===== config.mk =====
export PLATFORM = sky130hd
export DESIGN_NAME = wb_arbiter_2m
export DESIGN_NICKNAME = d
export VERILOG_FILES = /design/src/rtl/wb_pkg.sv /design/src/rtl/wb_arb_rr2.sv /design/src/rtl/wb_arbiter_2m.sv
export SDC_FILE = /design/constraint.sdc
export NUM_CORES = 1
export LEC_CHECK = 0
export ABC_AREA = 1
export CELL_PAD_IN_SITES_DETAIL_PLACEMENT = 2
export CELL_PAD_IN_SITES_GLOBAL_PLACEMENT = 2
export CORE_MARGIN = 2
export CORE_UTILIZATION = 10
export CTS_CLUSTER_SIZE = 30
export DETAILED_ROUTE_END_ITERATION = 8
export GPL_TIMING_DRIVEN = 1
export PLACE_DENSITY_LB_ADDON = 0.1
export REMOVE_ABC_BUFFERS = 1
export SLEW_MARGIN = 30
export SYNTH_ARGS = -nofsm -noshare
export SYNTH_HDL_FRONTEND = slang
export SYNTH_SLANG_ARGS = --single-unit

===== constraint.sdc =====
create_clock -name i_clk -period 3.24 [get_ports i_clk]
set_input_delay 0.648 -clock i_clk [delete_from_list [all_inputs] [get_ports i_clk]]
set_output_delay 0.648 -clock i_clk [all_outputs]
set_load 0.1 [all_outputs]

===== src/rtl/wb_pkg.sv =====
// wb_pkg: shared encodings for the two-master Wishbone arbiter.
//   GNT_*              : one-hot grant encodings (2'b00 = bus idle)
//   TIMEOUT_CYCLES_DEF : default watchdog limit (8-bit counter, 1..255)
//   arb_state_e        : arbiter FSM state. The low two bits are the grant,
//                        so the state register doubles as o_grant. Bit 2
//                        marks the one-cycle ABORT state, which only exists
//                        when WB_ARB_TIMEOUT_EN is defined.
package wb_pkg;

   localparam logic [1:0] GNT_IDLE = 2'b00;
   localparam logic [1:0] GNT_M0   = 2'b01;
   localparam logic [1:0] GNT_M1   = 2'b10;

   localparam int unsigned TIMEOUT_CYCLES_DEF = 255;

   typedef enum logic [2:0] {
      ST_IDLE   = 3'b000,
      ST_OWN0   = 3'b001,
      ST_OWN1   = 3'b010,
      ST_ABORT0 = 3'b101,
      ST_ABORT1 = 3'b110
   } arb_state_e;

endpackage


===== src/rtl/wb_arb_rr2.sv =====
// wb_arb_rr2: two-requester round-robin grant FSM with cycle lock.
// Optional feature macro: WB_ARB_TIMEOUT_EN (adds the ABORT states).
// Ports:
//   i_clk, i_reset : clock, synchronous active-high reset
//   i_req0, i_req1 : master cyc lines (request and hold)
//   i_timeout      : watchdog fire for the current owner (ignored when
//                    the watchdog is compiled out)
//   o_grant        : one-hot owner, 2'b00 when idle (straight from the state)
//   o_abort        : high during the one-cycle ABORT state
module wb_arb_rr2
   import wb_pkg::*;
(
   input  logic       i_clk,
   input  logic       i_reset,
   input  logic       i_req0,
   input  logic       i_req1,
   input  logic       i_timeout,
   output logic [1:0] o_grant,
   output logic       o_abort
);

   arb_state_e state_q, state_d;
   // last_owner: 1'b0 = master 0, 1'b1 = master 1. Reset to 1 so m0 wins the first tie.
   logic       last_q, last_d;
   logic       timeout_s;

`ifdef WB_ARB_TIMEOUT_EN
   assign timeout_s = i_timeout;
`else
   logic unused_timeout_s;
   assign unused_timeout_s = i_timeout;
   assign timeout_s        = 1'b0;
`endif

   // Next-state: arbitration in IDLE, lock while the owner holds cyc, direct handover on release.
   always_comb begin
      state_d = state_q;
      last_d  = last_q;
      case (state_q)
         ST_IDLE: begin
            if (i_req0 && i_req1) begin
               state_d = last_q ? ST_OWN0 : ST_OWN1;
            end else if (i_req0) begin
               state_d = ST_OWN0;
            end else if (i_req1) begin
               state_d = ST_OWN1;
            end else begin
               state_d = ST_IDLE;
            end
         end
         ST_OWN0: begin
            if (!i_req0) begin
               last_d  = 1'b0;
               state_d = i_req1 ? ST_OWN1 : ST_IDLE;
            end else if (timeout_s) begin
               state_d = ST_ABORT0;
            end else begin
               state_d = ST_OWN0;
            end
         end
         ST_OWN1: begin
            if (!i_req1) begin
               last_d  = 1'b1;
               state_d = i_req0 ? ST_OWN0 : ST_IDLE;
            end else if (timeout_s) begin
               state_d = ST_ABORT1;
            end else begin
               state_d = ST_OWN1;
            end
         end
`ifdef WB_ARB_TIMEOUT_EN
         ST_ABORT0: begin
            last_d  = 1'b0;
            state_d = ST_IDLE;
         end
         ST_ABORT1: begin
            last_d  = 1'b1;
            state_d = ST_IDLE;
         end
`endif
         default: begin
            state_d = ST_IDLE;
         end
      endcase
   end

   // State and last-owner registers.
   always_ff @(posedge i_clk) begin
      if (i_reset) begin
         state_q <= ST_IDLE;
         last_q  <= 1'b1;
      end else begin
         state_q <= state_d;
         last_q  <= last_d;
      end
   end

   assign o_grant = state_q[1:0];
   assign o_abort = state_q[2];

endmodule


===== src/rtl/wb_arbiter_2m.sv =====
// wb_arbiter_2m: two-master pipelined Wishbone arbiter (m0 = CPU bridge,
// m1 = debug/DMA) sharing one interconnect slave port. Round-robin with
// ownership locked for the whole cyc.
// Optional feature macro: WB_ARB_TIMEOUT_EN (watchdog + ABORT, o_timeout live).
// Ports:
//   i_clk, i_reset              : clock, synchronous active-high reset
//   i_mX_cyc/stb/we/addr/data/sel : master X request
//   o_mX_ack/stall/err/data     : master X response
//   o_s_cyc/stb/we/addr/data/sel: toward the interconnect
//   i_s_ack/stall/err/data      : from the interconnect
//   o_grant                     : one-hot owner, 2'b00 idle
//   o_timeout                   : one-cycle watchdog pulse (0 if compiled out)
module wb_arbiter_2m
   import wb_pkg::*;
#(
   parameter int unsigned AW             = 32,
   parameter int unsigned DW             = 32,
   parameter int unsigned TIMEOUT_CYCLES = TIMEOUT_CYCLES_DEF
) (
   input  logic            i_clk,
   input  logic            i_reset,
   input  logic            i_m0_cyc,
   input  logic            i_m0_stb,
   input  logic            i_m0_we,
   input  logic [AW-1:0]   i_m0_addr,
   input  logic [DW-1:0]   i_m0_data,
   input  logic [DW/8-1:0] i_m0_sel,
   output logic            o_m0_ack,
   output logic            o_m0_stall,
   output logic            o_m0_err,
   output logic [DW-1:0]   o_m0_data,
   input  logic            i_m1_cyc,
   input  logic            i_m1_stb,
   input  logic            i_m1_we,
   input  logic [AW-1:0]   i_m1_addr,
   input  logic [DW-1:0]   i_m1_data,
   input  logic [DW/8-1:0] i_m1_sel,
   output logic            o_m1_ack,
   output logic            o_m1_stall,
   output logic            o_m1_err,
   output logic [DW-1:0]   o_m1_data,
   output logic            o_s_cyc,
   output logic            o_s_stb,
   output logic            o_s_we,
   output logic [AW-1:0]   o_s_addr,
   output logic [DW-1:0]   o_s_data,
   output logic [DW/8-1:0] o_s_sel,
   input  logic            i_s_ack,
   input  logic            i_s_stall,
   input  logic            i_s_err,
   input  logic [DW-1:0]   i_s_data,
   output logic [1:0]      o_grant,
   output logic            o_timeout
);

   logic [1:0] grant_s;
   logic       abort_s;
   logic       wd_fire_s;
   logic [2:0] route_s;

   wb_arb_rr2 u_rr2 (
      .i_clk     (i_clk),
      .i_reset   (i_reset),
      .i_req0    (i_m0_cyc),
      .i_req1    (i_m1_cyc),
      .i_timeout (wd_fire_s),
      .o_grant   (grant_s),
      .o_abort   (abort_s)
   );

   assign o_grant = grant_s;

`ifdef WB_ARB_TIMEOUT_EN
   localparam logic [7:0] WD_LIMIT = 8'(TIMEOUT_CYCLES);

   logic [7:0] wd_cnt_q, wd_cnt_d;
   logic       owner_cyc_s;

   // Owner's cyc line; the watchdog only runs while the bus is actually held.
   always_comb begin
      case (grant_s)
         GNT_M0:  owner_cyc_s = i_m0_cyc & ~abort_s;
         GNT_M1:  owner_cyc_s = i_m1_cyc & ~abort_s;
         default: owner_cyc_s = 1'b0;
      endcase
   end

   // Watchdog: clears outside OWN (so every entry starts at 0) and on any response.
   // A response in the limit cycle wins over the fire.
   always_comb begin
      wd_cnt_d  = 8'd0;
      wd_fire_s = 1'b0;
      if (owner_cyc_s) begin
         if (i_s_ack || i_s_err) begin
            wd_cnt_d = 8'd0;
         end else if (wd_cnt_q == WD_LIMIT) begin
            wd_fire_s = 1'b1;
            wd_cnt_d  = 8'd0;
         end else begin
            wd_cnt_d = wd_cnt_q + 8'd1;
         end
      end else begin
         wd_cnt_d = 8'd0;
      end
   end

   // Watchdog counter register.
   always_ff @(posedge i_clk) begin
      if (i_reset) begin
         wd_cnt_q <= 8'd0;
      end else begin
         wd_cnt_q <= wd_cnt_d;
      end
   end

   // ABORT lasts exactly one cycle, so its decode is the timeout pulse.
   assign o_timeout = abort_s;
`else
   logic [31:0] unused_limit_s;
   assign unused_limit_s = 32'(TIMEOUT_CYCLES);
   assign wd_fire_s      = 1'b0;
   assign o_timeout      = 1'b0;
`endif

   // During reset the bus is treated as idle so no response leaks to the old owner.
   assign route_s = i_reset ? 3'b000 : {abort_s, grant_s};

   // Request mux toward the slave and response steering back to the masters.
   always_comb begin
      o_s_cyc    = 1'b0;
      o_s_stb    = 1'b0;
      o_s_we     = 1'b0;
      o_s_addr   = {AW{1'b0}};
      o_s_data   = {DW{1'b0}};
      o_s_sel    = {(DW/8){1'b0}};
      o_m0_ack   = 1'b0;
      o_m0_err   = 1'b0;
      o_m0_stall = 1'b1;
      o_m0_data  = {DW{1'b0}};
      o_m1_ack   = 1'b0;
      o_m1_err   = 1'b0;
      o_m1_stall = 1'b1;
      o_m1_data  = {DW{1'b0}};
      case (route_s)
         3'b001: begin
            o_s_cyc    = i_m0_cyc;
            o_s_stb    = i_m0_stb & i_m0_cyc;
            o_s_we     = i_m0_we;
            o_s_addr   = i_m0_addr;
            o_s_data   = i_m0_data;
            o_s_sel    = i_m0_sel;
            o_m0_ack   = i_s_ack;
            o_m0_err   = i_s_err;
            o_m0_stall = i_s_stall;
            o_m0_data  = i_s_data;
         end
         3'b010: begin
            o_s_cyc    = i_m1_cyc;
            o_s_stb    = i_m1_stb & i_m1_cyc;
            o_s_we     = i_m1_we;
            o_s_addr   = i_m1_addr;
            o_s_data   = i_m1_data;
            o_s_sel    = i_m1_sel;
            o_m1_ack   = i_s_ack;
            o_m1_err   = i_s_err;
            o_m1_stall = i_s_stall;
            o_m1_data  = i_s_data;
         end
         3'b101: begin
            o_m0_err = 1'b1;
         end
         3'b110: begin
            o_m1_err = 1'b1;
         end
         default: begin
            o_s_cyc = 1'b0;
         end
      endcase
   end

endmodule


==> results.ini <==
[layout]
final_common_cell=nand2_1
stdcell_count=954
final_area_sq_um=6850
final_nets=905
ff_latch_area_sq_um=60.1
multi_input_area_sq_um=1310
layout_common_cells=nand2_1, clkdlybuf4s50_1, buf_12
area_growth_pct=271
num-fill-cells=2030
drive_gt1_share_pct=23.5

[worst_setup_path]
cp_num_buf_inv=4
start_kind=input pin
critPathArrivalTime_ns=2.47
slowest_delay_ns=0.54
critPathKind=in2out
crit_chain=clkdlybuf4s50_1, nor2_1, inv_1, ha_4, buf_4, nand2_1, a21oi_1, buf_12
cp.required_ns=2.59
cp-end-kind=output port
cp_max_fo=22
critPathSlowestCell=clkdlybuf4s50_1
cp_top_family=buffers and inverters

[routing]
dr.pass1.iters=4
drc=0
ant_nets=0
via_per_inst=3.97
via_count=3787
drt_iter0_markers=62
wl_per_cell_um=17.7
postRouteWirelength_mm=16.9

[global_routing]
grt_pass1_wl_mm=25.2
antenna_found_initial=1
grt_max_degree=42
grt_usage_pct=16.5
grt_pass1_vias=4097
gr-total-overflow=0

[yosys]
synth-seq-area-share_pct=3.25
ys_warn_count=0
netlist_area_sq_um=1850
synth.avg_cell_area_sq_um=4.41
synth_seq_cells=3
synthCells=419
synth_cell_types=14

[sta]
whs_ns=0.560
slew_viol_final=0
fin_crit_sh_pct=96.2
setup-tns-final_ns=0
period_needed_ns=3.12
hold_violations=0
skew_ns=0.00249
setup_viol=0
timing.fmax_ghz=0.321
rsz0062_at_grt=false

[placement]
gp_congestion=0.757
placed_cells_incl_taps=948
io_buffers=321
dp_hpwl_mm=14.5
place_area_sq_um=6760

[cts]
cts_buffers=3
clockBufferDepth=2
clock-sinks=3
clk_pin_slew_ns=0.03
htreeDepth=1
clk_latency_ns=0.23
root_buffer=clkbuf_16
cts_hold_buf=0
cts_tree=done

[floorplan]
dieWidth_um=140
fp.dieH_um=140
row_count=49
start_util_pct=10.2
io_pins=323
die-area_sq_um=19600
core_sq_um=18000

[status]
outcome=finished clean

[min_path]
min_path_type=reg2reg

[pwr]
ir_worst_vdd_v=0.000110
powerDensity_nw_per_um2=149
p_leak_nw=2.97
power_mw=1.02

[job]
drv_cap=0

[worst paths after layout]
path	startpoint	to	slack [ns]	depth (start not counted)
worst max register to register	u_rr2.state_q[1]	u_rr2.state_q[0]	2.33	5
worst min register to register	u_rr2.last_q	u_rr2.last_q	0.56	4
worst min-delay path	u_rr2.last_q	u_rr2.last_q	0.56	4
worst max-delay path	i_reset	o_s_addr[11]	0.12	8
[cell usage after synthesis (all sizes together)]
cell	count	area [sq um]
a21oi	72	379
buf	29	193
clkbuf	4	15.0
conb	1	3.75
dfxtp	3	60.1
ha	2	25.0
inv	79	297
nand2	219	832
nand3	4	20.0
nor2	6	22.5
[tightest hold or removal path: stages, from the launching register on]
cell and delay (ns):
dfxtp_1 0.32, inv_1 0.05, nand2_1 0.06, nand2_1 0.04, nand2_1 0.06
[per-layer routing]
metal	GRT usage (%)	vias to the layer above	routed length, um
li1	-	1830	-
met1	17.6	1789	6160
met2	33.8	161	9610
met3	2.84	7	976
met4	2.42	0	104
met5	0	-	0
[layout make-up]
class                      count  share of cell area (%)
antenna                        2                  0.0731
clock buffer                   4                    1.15
inverter                      79                    4.33
multi-input combinational    304                    19.1
sequential                     3                   0.877
tap                          229                    4.18
timing repair buffer         333                    70.2
[cells by family (layout without fill, tap and decap cells)]
family	after synthesis	count (layout)	share of synthesized area [%]
AOI/OAI and AO/OA	72	72	20.5
adders and majority gates	2	2	1.35
buffers and inverters	112	416	27.3
DFF	3	3	3.25
other	1	3	0.203
and+or+nand+nor	229	229	47.4
[power by group]
group	leakage (nW)	switching, mW	internal, mW
sequential	0.0247	0.00185	0.0392
combinational	2.91	0.422	0.353
clock	0.0382	0.0431	0.163
total	2.97	0.467	0.556
[timing repair]
item                                   CTS  global route
setup endpoints to repair                0             3
resized for setup                        0             1
setup buffers                            0             0
endpoints found under the hold margin    0             0
[flip-flops by register name, summed over array words and instances (netlist names)]
signal         flops
u_rr2.state_q      2
u_rr2.last_q       1
[metrics by stage]
step | util (%) | worst slack [ns]
after floorplan | - | -2.33
after global placement | 37.5 | 0.122
after detailed placement | 37.5 | 0.0703
after CTS | 37.9 | 0.0670
after global routing | 38.0 | 0.0133
final | 38.0 | 0.123
(Power assumes the default switching activity.)
